==> src/rtl/uart_rx.sv <==
// UART receiver: 2-flop input synchronizer, start-bit validation at
// mid-bit, 8 data bits LSB first, optional parity, one stop bit.
// The received word is held in UARTDR with rdy/perr/ferr until the
// consumer acknowledges it; a frame that completes while the previous
// one is still unread is dropped and flagged with the sticky ovr bit.
module uart_rx #(
    parameter logic [15:0] BIT_CYCLES  = 16'h0364,
    parameter logic [15:0] HALF_CYCLES = BIT_CYCLES / 16'd2
) (
    input  logic        clk,
    input  logic        rst_n,
    input  logic        rxd,
    input  logic        parity_en,
    input  logic        parity_kind,
    input  logic        rd_ack,
    output logic [15:0] UARTDR,
    output logic        rdy,
    output logic        perr,
    output logic        ferr,
    output logic        ovr,
    output logic        busy
);

    typedef enum logic [2:0] {
        S_IDLE   = 3'd0,
        S_START  = 3'd1,
        S_DATA   = 3'd2,
        S_PARITY = 3'd3,
        S_STOP   = 3'd4
    } state_t;

    localparam logic [15:0] BIT_LAST  = BIT_CYCLES - 16'd1;
    localparam logic [15:0] HALF_LAST = HALF_CYCLES - 16'd1;

    // True when data plus received parity bit disagree with the expected kind
    // (kind 1 = odd: total number of ones including the parity bit is odd).
    function automatic logic parity_mismatch(
        input logic [7:0] data,
        input logic       pbit,
        input logic       kind
    );
        return ((^data) ^ pbit) != kind;
    endfunction

    // Synchronizer and line-qualification state
    logic        rxd_meta_q, rxd_meta_d;
    logic        rxd_sync_q, rxd_sync_d;
    logic [1:0]  sync_vld_q, sync_vld_d;
    logic        armed_q, armed_d;
    logic        rxd_s;

    // Frame FSM state
    state_t      state_q, state_d;
    logic [15:0] cnt_q, cnt_d;
    logic [2:0]  idx_q, idx_d;
    logic [7:0]  shift_q, shift_d;
    logic        par_en_q, par_en_d;
    logic        par_kind_q, par_kind_d;
    logic        perr_cand_q, perr_cand_d;
    logic        ferr_cand_q, ferr_cand_d;
    logic        done_q, done_d;

    // Output holding registers
    logic [7:0]  word_q, word_d;
    logic        rdy_q, rdy_d;
    logic        perr_q, perr_d;
    logic        ferr_q, ferr_d;
    logic        ovr_q, ovr_d;
    logic        busy_q, busy_d;

    assign rxd_s = rxd_sync_q;

    // Synchronizer next values; sync_vld marks when rxd_s reflects a real post-reset sample
    always_comb begin
        rxd_meta_d = rxd;
        rxd_sync_d = rxd_meta_q;
        sync_vld_d = {sync_vld_q[0], 1'b1};
    end

    // Frame FSM: next state, bit timing, sampling and per-frame latches
    always_comb begin
        state_d     = state_q;
        cnt_d       = cnt_q;
        idx_d       = idx_q;
        shift_d     = shift_q;
        par_en_d    = par_en_q;
        par_kind_d  = par_kind_q;
        perr_cand_d = perr_cand_q;
        ferr_cand_d = ferr_cand_q;
        armed_d     = armed_q;
        done_d      = 1'b0;
        case (state_q)
            S_IDLE: begin
                cnt_d = 16'd0;
                idx_d = 3'd0;
                if (sync_vld_q[1] == 1'b0) begin
                    // synchronizer still holds reset values; the line is unknown
                    armed_d = 1'b0;
                end else if (rxd_s == 1'b1) begin
                    armed_d = 1'b1;
                end else if (armed_q == 1'b1) begin
                    // 1->0 transition on a line previously seen high
                    state_d    = S_START;
                    armed_d    = 1'b0;
                    par_en_d   = parity_en;
                    par_kind_d = parity_kind;
                end else begin
                    armed_d = 1'b0;
                end
            end
            S_START: begin
                if (cnt_q == HALF_LAST) begin
                    cnt_d = 16'd0;
                    if (rxd_s == 1'b1) begin
                        // glitch: line back high at mid start bit
                        state_d = S_IDLE;
                        armed_d = 1'b1;
                    end else begin
                        state_d     = S_DATA;
                        idx_d       = 3'd0;
                        perr_cand_d = 1'b0;
                        ferr_cand_d = 1'b0;
                    end
                end else begin
                    cnt_d = cnt_q + 16'd1;
                end
            end
            S_DATA: begin
                if (cnt_q == BIT_LAST) begin
                    cnt_d          = 16'd0;
                    shift_d[idx_q] = rxd_s;
                    if (idx_q == 3'd7) begin
                        idx_d   = 3'd0;
                        state_d = par_en_q ? S_PARITY : S_STOP;
                    end else begin
                        idx_d = idx_q + 3'd1;
                    end
                end else begin
                    cnt_d = cnt_q + 16'd1;
                end
            end
            S_PARITY: begin
                if (cnt_q == BIT_LAST) begin
                    cnt_d       = 16'd0;
                    perr_cand_d = par_en_q & parity_mismatch(shift_q, rxd_s, par_kind_q);
                    state_d     = S_STOP;
                end else begin
                    cnt_d = cnt_q + 16'd1;
                end
            end
            S_STOP: begin
                if (cnt_q == BIT_LAST) begin
                    cnt_d       = 16'd0;
                    ferr_cand_d = ~rxd_s;
                    done_d      = 1'b1;
                    state_d     = S_IDLE;
                    // a low stop bit leaves the line unqualified until it returns high
                    armed_d     = rxd_s;
                end else begin
                    cnt_d = cnt_q + 16'd1;
                end
            end
            default: begin
                state_d = S_IDLE;
                cnt_d   = 16'd0;
                idx_d   = 3'd0;
                armed_d = 1'b0;
            end
        endcase
    end

    // Completion and consumer handshake: load, overrun, acknowledge
    always_comb begin
        word_d = word_q;
        rdy_d  = rdy_q;
        perr_d = perr_q;
        ferr_d = ferr_q;
        ovr_d  = ovr_q;
        busy_d = (state_d != S_IDLE);
        if (done_q == 1'b1) begin
            if ((rdy_q == 1'b0) || (rd_ack == 1'b1)) begin
                word_d = shift_q;
                perr_d = perr_cand_q;
                ferr_d = ferr_cand_q;
                rdy_d  = 1'b1;
                ovr_d  = rd_ack ? 1'b0 : ovr_q;
            end else begin
                ovr_d = 1'b1;
            end
        end else if (rd_ack == 1'b1) begin
            rdy_d = 1'b0;
            ovr_d = 1'b0;
        end else begin
            rdy_d = rdy_q;
        end
    end

    // State registers with asynchronous active-low reset
    always_ff @(posedge clk or negedge rst_n) begin
        if (!rst_n) begin
            rxd_meta_q  <= 1'b1;
            rxd_sync_q  <= 1'b1;
            sync_vld_q  <= 2'b00;
            armed_q     <= 1'b0;
            state_q     <= S_IDLE;
            cnt_q       <= 16'd0;
            idx_q       <= 3'd0;
            shift_q     <= 8'h00;
            par_en_q    <= 1'b0;
            par_kind_q  <= 1'b0;
            perr_cand_q <= 1'b0;
            ferr_cand_q <= 1'b0;
            done_q      <= 1'b0;
            word_q      <= 8'h00;
            rdy_q       <= 1'b0;
            perr_q      <= 1'b0;
            ferr_q      <= 1'b0;
            ovr_q       <= 1'b0;
            busy_q      <= 1'b0;
        end else begin
            rxd_meta_q  <= rxd_meta_d;
            rxd_sync_q  <= rxd_sync_d;
            sync_vld_q  <= sync_vld_d;
            armed_q     <= armed_d;
            state_q     <= state_d;
            cnt_q       <= cnt_d;
            idx_q       <= idx_d;
            shift_q     <= shift_d;
            par_en_q    <= par_en_d;
            par_kind_q  <= par_kind_d;
            perr_cand_q <= perr_cand_d;
            ferr_cand_q <= ferr_cand_d;
            done_q      <= done_d;
            word_q      <= word_d;
            rdy_q       <= rdy_d;
            perr_q      <= perr_d;
            ferr_q      <= ferr_d;
            ovr_q       <= ovr_d;
            busy_q      <= busy_d;
        end
    end

    assign UARTDR = {8'h00, word_q};
    assign rdy    = rdy_q;
    assign perr   = perr_q;
    assign ferr   = ferr_q;
    assign ovr    = ovr_q;
    assign busy   = busy_q;

endmodule

==> config.mk <==
export PLATFORM = sky130hd
export DESIGN_NAME = uart_rx
export DESIGN_NICKNAME = d
export VERILOG_FILES = /design/src/rtl/uart_rx.sv
export SDC_FILE = /design/constraint.sdc
export NUM_CORES = 1
export LEC_CHECK = 0
export CAP_MARGIN = 10
export CORE_MARGIN = 10
export CORE_UTILIZATION = 60
export CTS_BUF_LIST = sky130_fd_sc_hd__clkbuf_8
export CTS_CLUSTER_DIAMETER = 150
export DETAILED_ROUTE_END_ITERATION = 10
export PLACE_DENSITY = 0.91
export SLEW_MARGIN = 5
export SYNTH_ARGS = -nofsm -noshare
export SYNTH_HDL_FRONTEND = slang
export SYNTH_SLANG_ARGS = --single-unit
==> constraint.sdc <==
create_clock -name clk -period 6 [get_ports clk]
set_clock_uncertainty 0.05 [all_clocks]
set_input_delay 0.9 -clock clk [delete_from_list [all_inputs] [get_ports clk]]
set_output_delay 0.9 -clock clk [all_outputs]
set_load 0.02 [all_outputs]
==> summary.txt <==
Setup path
  – Reg2reg end: shift_q[1]
  – Crit end category: flop
  – Required @ worst endpoint: between 6 and 7 ns
  – Startpoint types: flop
  – CP Launch Point: cnt_q[0]
  – Crit Path Max Fanout: 11
  – R2R Setup Slk: 3.59 ns
  – Worst setup path class: reg2reg
  – CP max stage delay: 0.41 ns
  – Cell chain of the critical path: ha_1, and4bb_2, nand4_1, nor2_1, and4_1, mux2_2
  – Critical Path Slowest Stage Cell: dfrtp_1
  – R2R Path Start: cnt_q[0]
  – Reg2Reg Depth: 6
  – Critical Path AT: between 2 and 3 ns

Power and ir drop
  – Leakage: 1.35 nW
  – Power Density: 294 nW/µm²
  – Max VDD drop: 0.195 mV
  – Sequential power share: 51.4%
  – Net Sw Frac: 29.4%
  – Clk network pwr share: about 29%
  – Gate power share: 20.0%
  – Switching Power: 248 µW
  – Pint: 594 µW

Clock network
  – Clock Path Buffers: 2
  – Worst-path clk slew: 0.10 ns
  – CTS Root Cell: clkbuf_8
  – CTS tree: built
  – Post-CTS setup buffer count: 0
  – Post-cts hold buffer count: 0
  – # clock sinks: 53
  – Clk Latency, worst-skew pair: just over 0.3 ns
  – Num CTS Buffers: 5
  – Htree depth: 2
  – Post-CTS Resized: 0

Placement
  – DP Wirelength: roughly 3300 µm
  – Routability cong.: 0.892
  – Dpl cells: 295
  – Port Buf Inserts: 18

Hold path
  – Beginning of the worst hold path: rxd_meta_q
  – Hold WC Path Type: reg2reg
  – WHS Endpoint: rxd_s
  – Hold path depth: 0

Synth
  – Top post-synthesis cells by area: dfrtp_1 (50%), mux2_2 (9.7%), nor2_1 (4.3%)
  – Simple-Gate Fraction of Synth Area: about a fifth
  – Syn Std Cell Area: 2560 µm²
  – Most frequent cell after synthesis: dfrtp_1
  – Yosys synthesis warning count: 0
  – Register bit total from synthesis: 53
  – Top cells by count, synth: dfrtp_1 (51), nor2_1 (29), mux2_2 (22), nand2_1 (17), xnor2_1 (12)
  – Sequential area share after synthesis: 52.0%
  – Distinct cell type count after synthesis: 38
  – Xor/xnor share of the synthesized area: 8.07%
  – Main combinational cell family by area after synthesis: simple AND/OR/NAND/NOR gates
  – EDFF count, synth: 0
  – Adder-Cell Fraction of Synth Area: between 1.5 and 2%
  – Compound-gate portion of the synthesized area: ~4.1%
  – Asr flop ratio synth: 100%
  – Area leader, netlist: dfrtp_1
  – Synth Instances: 232
  – Commonest register cell after synthesis: dfrtp_1
  – Yosys top cell area share: 49.9%
  – Post-synthesis mux area share: 11.1%
  – Synth Area per Inst: 11.0 µm²

STA
  – Max Fclk: around 0.42 GHz
  – Pins Over Slew Limit: 0
  – Setup_tns: 0 ns
  – Crit path time final: 2.41 ns
  – Slew @ Worst Pin: 0.706 ns
  – Fin. Hold Viols: 0
  – Final number of setup-violating endpoints: 0
  – Rel. slew slack: 52.3%
  – Tcrit/Tclk final: between 40 and 50%
  – Unrepaired setup endpoints after global routing: no

Floorplan
  – Die H: around 85 µm
  – Top Ports: 27
  – Core area: 4060 µm²
  – Die Area: ~7300 µm²
  – Initial Util: a little over three fifths
  – Die width: 85.3 µm
  – # rows: 23

Job
  – Max-cap violations: 0

Global route
  – GR peak layer: met2
  – M2 GR Usage: 22.1%
  – Largest net degree at the start of global routing: 54
  – Vias in the first global route: between 1,500 and 2,000
  – First-pass GRT wire length: 8050 µm
  – Initial antenna violation count: 0
  – Grt total ovfl: 0
  – Total Routing Usage GR: 13.3%
  – Met1 usage: 15.5%
  – GRT met3 Usage: under 10%

Cells and area
  – Reg area: around 1300 µm²
  – Total Nets Final: 262
  – Final core occ: 70.5%
  – Area grow syn2layout: 11.8%
  – Diode count: 0
  – Area of the multi-input gates: 1150 µm²
  – Non-Filler Instances: 303
  – Fillers: ~270
  – Fraction of layout cells with a size suffix above 1: between 15 and 20%

Drt
  – DR WL/cell: between 15 and 20 µm
  – Via count: ~1,700
  – 1st-pass router iterations: 4
  – Detailed router's first-iteration violation count: 167
  – DRC viols: 0
  – Vias/cell: roughly 5.7
  – Post-route ant nets: 0
  – WL final: approximately 4700 µm

Run status
  – Status: finished, final reports clean
==> kinds of logic after synthesis <==
kind of cell	Yosys count
and+or+nand+nor	91
DFF	53
muxes	25
xor gates and xnor gates	22
buffers and inverters	18
AOI/OAI and AO/OA	17
adders and majority gates	4
other	2
==> how the worst max path moves through the flow <==
stage | to | slack, ns | depth (start not counted)
2_1_floorplan | armed_q | 4.10 | 7
3_3_place_gp | word_q[0] | 3.63 | 4
3_5_place_dp | word_q[1] | 3.58 | 4
4_1_cts | shift_q[1] | 3.60 | 6
5_1_grt | shift_q[1] | 3.41 | 6
6_report | shift_q[1] | 3.59 | 6
==> area by class of cell <==
class / instances / share of cell area [%]
clock buffers: 5 / 2.41
clock inverters: 3 / 1.53
well taps: 50 / 2.19
inverters: 5 / 0.656
multi-input cells: 168 / 40.4
flip-flops and latches: 53 / 46.5
repair buffers: 19 / 6.39
==> cell usage in the layout, fill, tap and decap left out, drive strengths merged, types with 7 or more instances in the layout <==
cell / netlist / layout
and3: 7 / 7
mux2: 23 / 23
nor2: 30 / 30
dfrtp: 51 / 51
clkdlybuf4s50: 0 / 17
nand4: 8 / 8
conb: 2 / 9
nand2: 17 / 17
nand3: 11 / 11
xor2: 9 / 9
xnor2: 12 / 12
==> per-layer routing <==
layer / wire [µm] / vias to the layer above / part of all wire [%]
met5: 0 / - / 0
met4: 73 / 0 / 1.6
met3: 324 / 7 / 6.9
met2: 2340 / 50 / 50
met1: 1960 / 859 / 42
li1: - / 822 / -
==> registers in the layout (all words and copies together), names as in the netlist <==
name / flops
shift_q: 8
ferr_cand_q: 1
word_q: 8
ferr: 1
perr: 1
done_q: 1
par_kind_q: 1
cnt_q: 16
busy: 1
rxd_meta_q: 1
rdy: 1
idx_q: 3
armed_q: 1
state_q: 3
perr_cand_q: 1
rxd_s: 1
ovr: 1
par_en_q: 1
sync_vld_q: 2
==> critical path: cells and delay by family (launching register included) <==
kind	cells	cell delay (ns)
DFF	1	0.41
muxes	1	0.33
adders and majority gates	1	0.23
and+or+nand+nor	4	1.28
==> per-stage QoR <==
step / cell area, µm² / power (mW) / setup slack, ns / hold WS (ns)
floorplan: 2580 / 0.565 / 4.10 / 0.281
global placement: 2750 / 0.599 / 3.63 / 0.283
detailed placement: 2750 / 0.607 / 3.58 / 0.287
CTS: 2860 / 0.850 / 3.60 / 0.312
global route: 2860 / 0.884 / 3.41 / 0.321
finish: 2860 / 0.842 / 3.59 / 0.312
==> power groups by stage <==
stage / sequential [mW] / clock, mW / combinational, mW
after CTS: 0.432 / 0.248 / 0.170
after global routing: 0.437 / 0.259 / 0.187
final: 0.433 / 0.241 / 0.169
after global placement: 0.436 / 0 / 0.163
after detailed placement: 0.437 / 0 / 0.169
after floorplan: 0.427 / 0 / 0.138
(Power assumes the default switching activity.)
